`src/rtl/riscv_pipe_pkg.sv`:
```
// Shared types and default widths for the 5-stage pipeline memory port arbiter.
package riscv_pipe_pkg;
  localparam int XLEN         = 64;
  localparam int ILEN         = 32;
  localparam int ADDR_W       = 64;
  localparam int STARVE_LIMIT = 4;

  typedef enum logic [1:0] {ST_IDLE, ST_REQ, ST_WAIT, ST_DONE} arb_state_t;
  typedef enum logic [1:0] {OWN_NONE, OWN_IF, OWN_DM} arb_owner_t;
endpackage

```
`src/rtl/mem_port_arbiter.sv`:
```
// IF/MEM arbiter for one shared single-port memory; one transaction in flight.
// Optional fetch starvation guard enabled by defining ARB_FETCH_STARVE_GUARD_EN.
module mem_port_arbiter #(
  parameter int XLEN         = riscv_pipe_pkg::XLEN,
  parameter int ILEN         = riscv_pipe_pkg::ILEN,
  parameter int ADDR_W       = riscv_pipe_pkg::ADDR_W,
  parameter int STARVE_LIMIT = riscv_pipe_pkg::STARVE_LIMIT
) (
  input  logic              clk,
  input  logic              reset,
  input  logic              if_req,
  input  logic [ADDR_W-1:0] if_addr,
  input  logic              flush,
  output logic [ILEN-1:0]   if_rdata,
  output logic              if_done,
  input  logic              dm_req,
  input  logic              dm_we,
  input  logic [ADDR_W-1:0] dm_addr,
  input  logic [XLEN-1:0]   dm_wdata,
  output logic [XLEN-1:0]   dm_rdata,
  output logic              dm_done,
  output logic              mem_req,
  output logic              mem_we,
  output logic [ADDR_W-1:0] mem_addr,
  output logic [XLEN-1:0]   mem_wdata,
  input  logic              mem_gnt,
  input  logic              mem_rvalid,
  input  logic [XLEN-1:0]   mem_rdata,
  output logic              stall
);
  import riscv_pipe_pkg::*;

  arb_state_t        r_state, w_next;
  arb_owner_t        r_owner;
  logic              r_drop;
  logic              r_we;
  logic [ADDR_W-1:0] r_addr;
  logic [XLEN-1:0]   r_wdata;
  logic [XLEN-1:0]   r_rdata;
  logic              w_grant_dm, w_grant_if, w_force_if;

`ifdef ARB_FETCH_STARVE_GUARD_EN
  localparam int SW = $clog2(STARVE_LIMIT + 1);
  localparam logic [SW-1:0] LIM = SW'(STARVE_LIMIT);
  logic [SW-1:0] r_streak;

  // Counts DM grants that bypassed a waiting fetch; saturates at the limit.
  always_ff @(posedge clk) begin
    if (!reset)                                         r_streak <= '0;
    else if (!if_req || w_grant_if)                     r_streak <= '0;
    else if (w_grant_dm && !flush && r_streak != LIM)   r_streak <= r_streak + 1'b1;
  end

  assign w_force_if = (r_streak == LIM) & if_req & ~flush;
`else
  logic w_unused_lim;
  assign w_unused_lim = ^STARVE_LIMIT;
  assign w_force_if   = 1'b0;
`endif

  always_comb begin
    w_next     = r_state;
    w_grant_dm = 1'b0;
    w_grant_if = 1'b0;
    case (r_state)
      ST_IDLE: begin
        if (dm_req && !w_force_if)  w_grant_dm = 1'b1;
        else if (if_req && !flush)  w_grant_if = 1'b1;
        if (w_grant_dm || w_grant_if) w_next = ST_REQ;
      end
      ST_REQ:  if (mem_gnt)    w_next = ST_WAIT;
      ST_WAIT: if (mem_rvalid) w_next = ST_DONE;
      ST_DONE: w_next = ST_IDLE;
      default: w_next = ST_IDLE;
    endcase
  end

  always_ff @(posedge clk) begin
    if (!reset) begin
      r_state <= ST_IDLE;
      r_owner <= OWN_NONE;
      r_drop  <= 1'b0;
      r_we    <= 1'b0;
      r_addr  <= '0;
      r_wdata <= '0;
      r_rdata <= '0;
    end else begin
      r_state <= w_next;
      case (r_state)
        ST_IDLE: begin
          if (w_grant_dm) begin
            r_owner <= OWN_DM;
            r_addr  <= dm_addr;
            r_we    <= dm_we;
            r_wdata <= dm_wdata;
          end else if (w_grant_if) begin
            r_owner <= OWN_IF;
            r_addr  <= if_addr;
            r_we    <= 1'b0;
            r_wdata <= '0;
          end
        end
        // A cancelled fetch still drains on the memory side; only its done pulse is dropped.
        ST_REQ, ST_WAIT: begin
          if (flush && r_owner == OWN_IF) r_drop <= 1'b1;
          if (r_state == ST_WAIT && mem_rvalid) r_rdata <= mem_rdata;
        end
        ST_DONE: begin
          r_owner <= OWN_NONE;
          r_drop  <= 1'b0;
        end
        default: ;
      endcase
    end
  end

  assign mem_req   = reset & (r_state == ST_REQ);
  assign mem_we    = mem_req & r_we;
  assign mem_addr  = mem_req ? r_addr  : '0;
  assign mem_wdata = mem_req ? r_wdata : '0;

  assign if_done  = reset & (r_state == ST_DONE) & (r_owner == OWN_IF) & ~r_drop;
  assign dm_done  = reset & (r_state == ST_DONE) & (r_owner == OWN_DM);
  assign if_rdata = !if_done ? '0 : (r_addr[2] ? r_rdata[2*ILEN-1:ILEN] : r_rdata[ILEN-1:0]);
  assign dm_rdata = dm_done ? r_rdata : '0;

  assign stall = reset & ((if_req & ~if_done & ~flush) | (dm_req & ~dm_done));
endmodule

```
`config.mk`:
```
export PLATFORM = sky130hd
export DESIGN_NAME = mem_port_arbiter
export DESIGN_NICKNAME = d
export VERILOG_FILES = /design/src/rtl/riscv_pipe_pkg.sv /design/src/rtl/mem_port_arbiter.sv
export SDC_FILE = /design/constraint.sdc
export NUM_CORES = 1
export LEC_CHECK = 0
export BUFFER_PORTS_ARGS = -buffer_cell sky130_fd_sc_hd__buf_2
export CAP_MARGIN = 20
export CORE_AREA = 8 8 184 186
export DETAILED_ROUTE_END_ITERATION = 10
export DIE_AREA = 0 0 192 194
export GPL_TIMING_DRIVEN = 0
export PLACE_DENSITY_LB_ADDON = 0.1
export SETUP_SLACK_MARGIN = 0.15
export SYNTH_ARGS = -nofsm -noshare
export SYNTH_HDL_FRONTEND = slang
export SYNTH_SLANG_ARGS = --single-unit
```
`constraint.sdc`:
```
create_clock -name clk -period 2.96 [get_ports clk]
set_input_delay 0.148 -clock clk [delete_from_list [all_inputs] [get_ports clk]]
set_output_delay 0.148 -clock clk [all_outputs]
set_load 0.005 [all_outputs]
```
==> run metrics <==
Hold Slack approximately 0.012 ns; largest net degree at the start of global routing 22; area of placed instances between 10000 and 15000 um^2; drt first-iter violations 519; worst path cell trace ha_1, nand2_1, nor3b_2, clkbuf_2, clkbuf_2, and2_1, buf_2; Pre-antenna DRT Iters 7; Fin. Hold Viols 0; worst vdd ir a little under 400 uV; # Max-Cap Violations 0; Critical Path RT approximately 2.8 ns; Clock transition at path regs ~0.090 ns; type of element launching the critical path register; Yosys cell types 37; vias in the first global route 11600; Area Growth Syn to Fin 52.6%; logic gate share of total power between 30 and 40%; NetSw ~3.8 mW; CP Capture Type output port; final core occ 49.4%; Root Buffer Master clkbuf_16; Tcrit/Tclk final around 87%; fill cell count approximately 3000; met2 routed WL around 22000 um; Mapped Nets between 1000 and 1500; Die Wd approximately 190 um; Mapped Area around 10000 um^2; Leakage 7.61 nW; Power Dens Cells about 660 nW/um^2; final WL ~44000 um; clock buffer depth 2; clock network fraction of design power between 20% and 30%; final setup violation count 0; switching share of power a little under two fifths; routed len/inst around 20 um; Reg area just under 4000 um^2; H-tree Lvls 4; Overall Global Routing Usage a little under a quarter; initial antenna violation count 4; Power Internal between 6 and 7 mW; RSZ-0062 raised after global routing false; Slowest-stage cell, CP dfxtp_1; run status complete, no violations; Cells after Synth between 1000 and 1500; FMAX 390 MHz; share of layout cells above drive strength 1 between 30% and 40%; post-route cell area about 15000 um^2; Crit Path Max Fanout 10; part of the Yosys area used for sequential elements about two fifths; CTS sink cnt approximately 200; critical path arrival roughly 2.4 ns; vias per cell 5.02; worst r2r src r_state[0]; crit path from r_state[0]; worst slew pin tran slightly below 0.6 ns; DR WL met3 between 2000 and 2500 um; core box area 31100 um^2; Die Y roughly 190 um; TritonCTS clock tree built; crit-path most repeated cell clkbuf_2; site row count 65; highest metal used met4; Synth Warn # 0; # DRC 0; IO Count 493; Final #Nets 2090; Worst-Skew Late Latency 0.44 ns; Final Skew 0.0149 ns; GR Overflow Total 0; Final ANT Viol Nets 0; worst hold-check path type in -> reg; IO buf count 491; Worst Hold Launch if_addr[51]; Crit Path Class reg -> out; average cell area after synthesis roughly 9 um^2; placer congestion estimate a little under 0.8; Period minus WS final 2.56 ns; area of the multi-input gates between 5000 and 6000 um^2; Slew headroom about three fifths; detailed placement HPWL about 33000 um; Initial Util about a third; CTS Buf Count 17; Slowest Stage Delay on Critical Path around 0.40 ns; Max Slew Vio Count 0; part of the power in registers about 36%; die area 37200 um^2; first-pass GRT wire length between 60000 and 70000 um; via count 11200; flops & latches, synth 198; Sum Neg Setup Slack 0 ns; met1 wire length roughly 19000 um
logic make-up after synthesis:
kind of cell / synth area share [%]
buf+inv: 6.14
flops: 39.4
mux: 9.75
compound gates: 20.8
fa+ha+maj: 0.622
simple gates: 23.3
stage by stage:
step / total power [mW] / setup WS (ns) / cells
after floorplan: 6.15 / 1.40 / 1142
after global placement: 7.37 / 0.582 / 2035
after detailed placement: 7.43 / 0.583 / 2035
after CTS: 10.2 / 0.349 / 2235
after global routing: 10.8 / 0.196 / 2240
final: 10.1 / 0.396 / 2240
placed cells by master (no fill, tap or decap), drive strengths merged, types with 3 or more instances in the layout:
master	Yosys	routed
or2	64	64
and3	130	130
nor2	32	32
nor3b	3	3
inv	5	11
clkinv	0	7
dfxtp	198	198
dlygate4sd3	0	169
a21oi	64	64
diode	0	4
and2	66	66
nand2	137	137
o311ai	64	64
ha	5	5
mux2i	98	98
nor2b	4	4
buf	55	546
clkbuf	74	91
a21boi	65	65
a32o	66	66
layer usage:
| metal | global-route usage, % | vias up |
|---|---|---|
| met1 | 27.9 | 5339 |
| li1 | - | 5490 |
| met2 | 39.2 | 365 |
| met3 | 4.39 | 46 |
| met5 | 0 | - |
| met4 | 5.91 | 0 |
final cells by class:
class | instances | share of cell area (%)
multi-input combinational | 810 | 35.7
timing repair buffer | 660 | 27.0
clock inverter | 15 | 1.34
inverter | 5 | 0.122
tap | 402 | 3.27
sequential | 198 | 25.8
clock buffer | 17 | 2.77
buffer | 129 | 3.91
antenna | 4 | 0.0652
critical path, delay by kind of cell (launching register included):
| kind | cells | cell delay (ns) |
|---|---|---|
| adder cells (fa/ha/maj) | 1 | 0.31 |
| buffers and inverters | 3 | 0.69 |
| flip-flops | 1 | 0.40 |
| AND/OR/NAND/NOR | 3 | 0.59 |
final timing paths:
check                       to  slack (ns)  cells after the start
hold / removal      r_addr[51]        0.01                      3
hold reg to reg    r_rdata[63]        0.48                      2
setup reg to reg    r_addr[58]        0.57                      8
setup / recovery  dm_rdata[32]        0.40                      7
cell usage after synthesis, drive strengths merged:
| cell type | count | area share (%) |
|---|---|---|
| nor2 | 32 | 1.2 |
| or2 | 64 | 4.0 |
| o221ai | 1 | 0.087 |
| buf | 55 | 3.1 |
| or3 | 1 | 0.062 |
| a31o | 1 | 0.087 |
| o21ai | 2 | 0.099 |
| ha | 5 | 0.62 |
| and2 | 66 | 4.1 |
| a221oi | 1 | 0.15 |
| a21oi | 64 | 3.2 |
| o21a | 1 | 0.075 |
| nor2b | 4 | 0.27 |
| and3 | 130 | 8.1 |
| o2bb2ai | 1 | 0.087 |
| o311ai | 64 | 5.6 |
| dfxtp | 198 | 39 |
| nand2b | 2 | 0.12 |
| o22ai | 1 | 0.062 |
| mux2i | 98 | 9.7 |
| nor3b | 3 | 0.27 |
| nand4 | 1 | 0.062 |
| inv | 5 | 0.19 |
| nand2 | 137 | 5.1 |
| a21boi | 65 | 4.8 |
| clkbuf | 74 | 2.8 |
| a32o | 66 | 6.6 |
sequential cells by signal, summed over array words and instances, names as in the netlist:
name / flops
r_addr: 64
r_rdata: 64
r_wdata: 64
r_owner: 2
r_state: 2
r_drop: 1
r_we: 1
power groups by stage:
stage	combinational (mW)	clock [mW]	sequential (mW)
final	3.96	2.51	3.66
after global routing	4.37	2.68	3.74
after CTS	3.97	2.57	3.65
after global placement	3.68	0	3.68
after floorplan	2.56	0	3.59
after detailed placement	3.72	0	3.71
timing repair:
action                                  CTS  global route
resized for setup                         1             0
hold endpoints to repair                152             1
endpoints found under the setup margin   10             0
hold buffers                            168             1
setup buffers                             0             0
(Power assumes the default switching activity.)
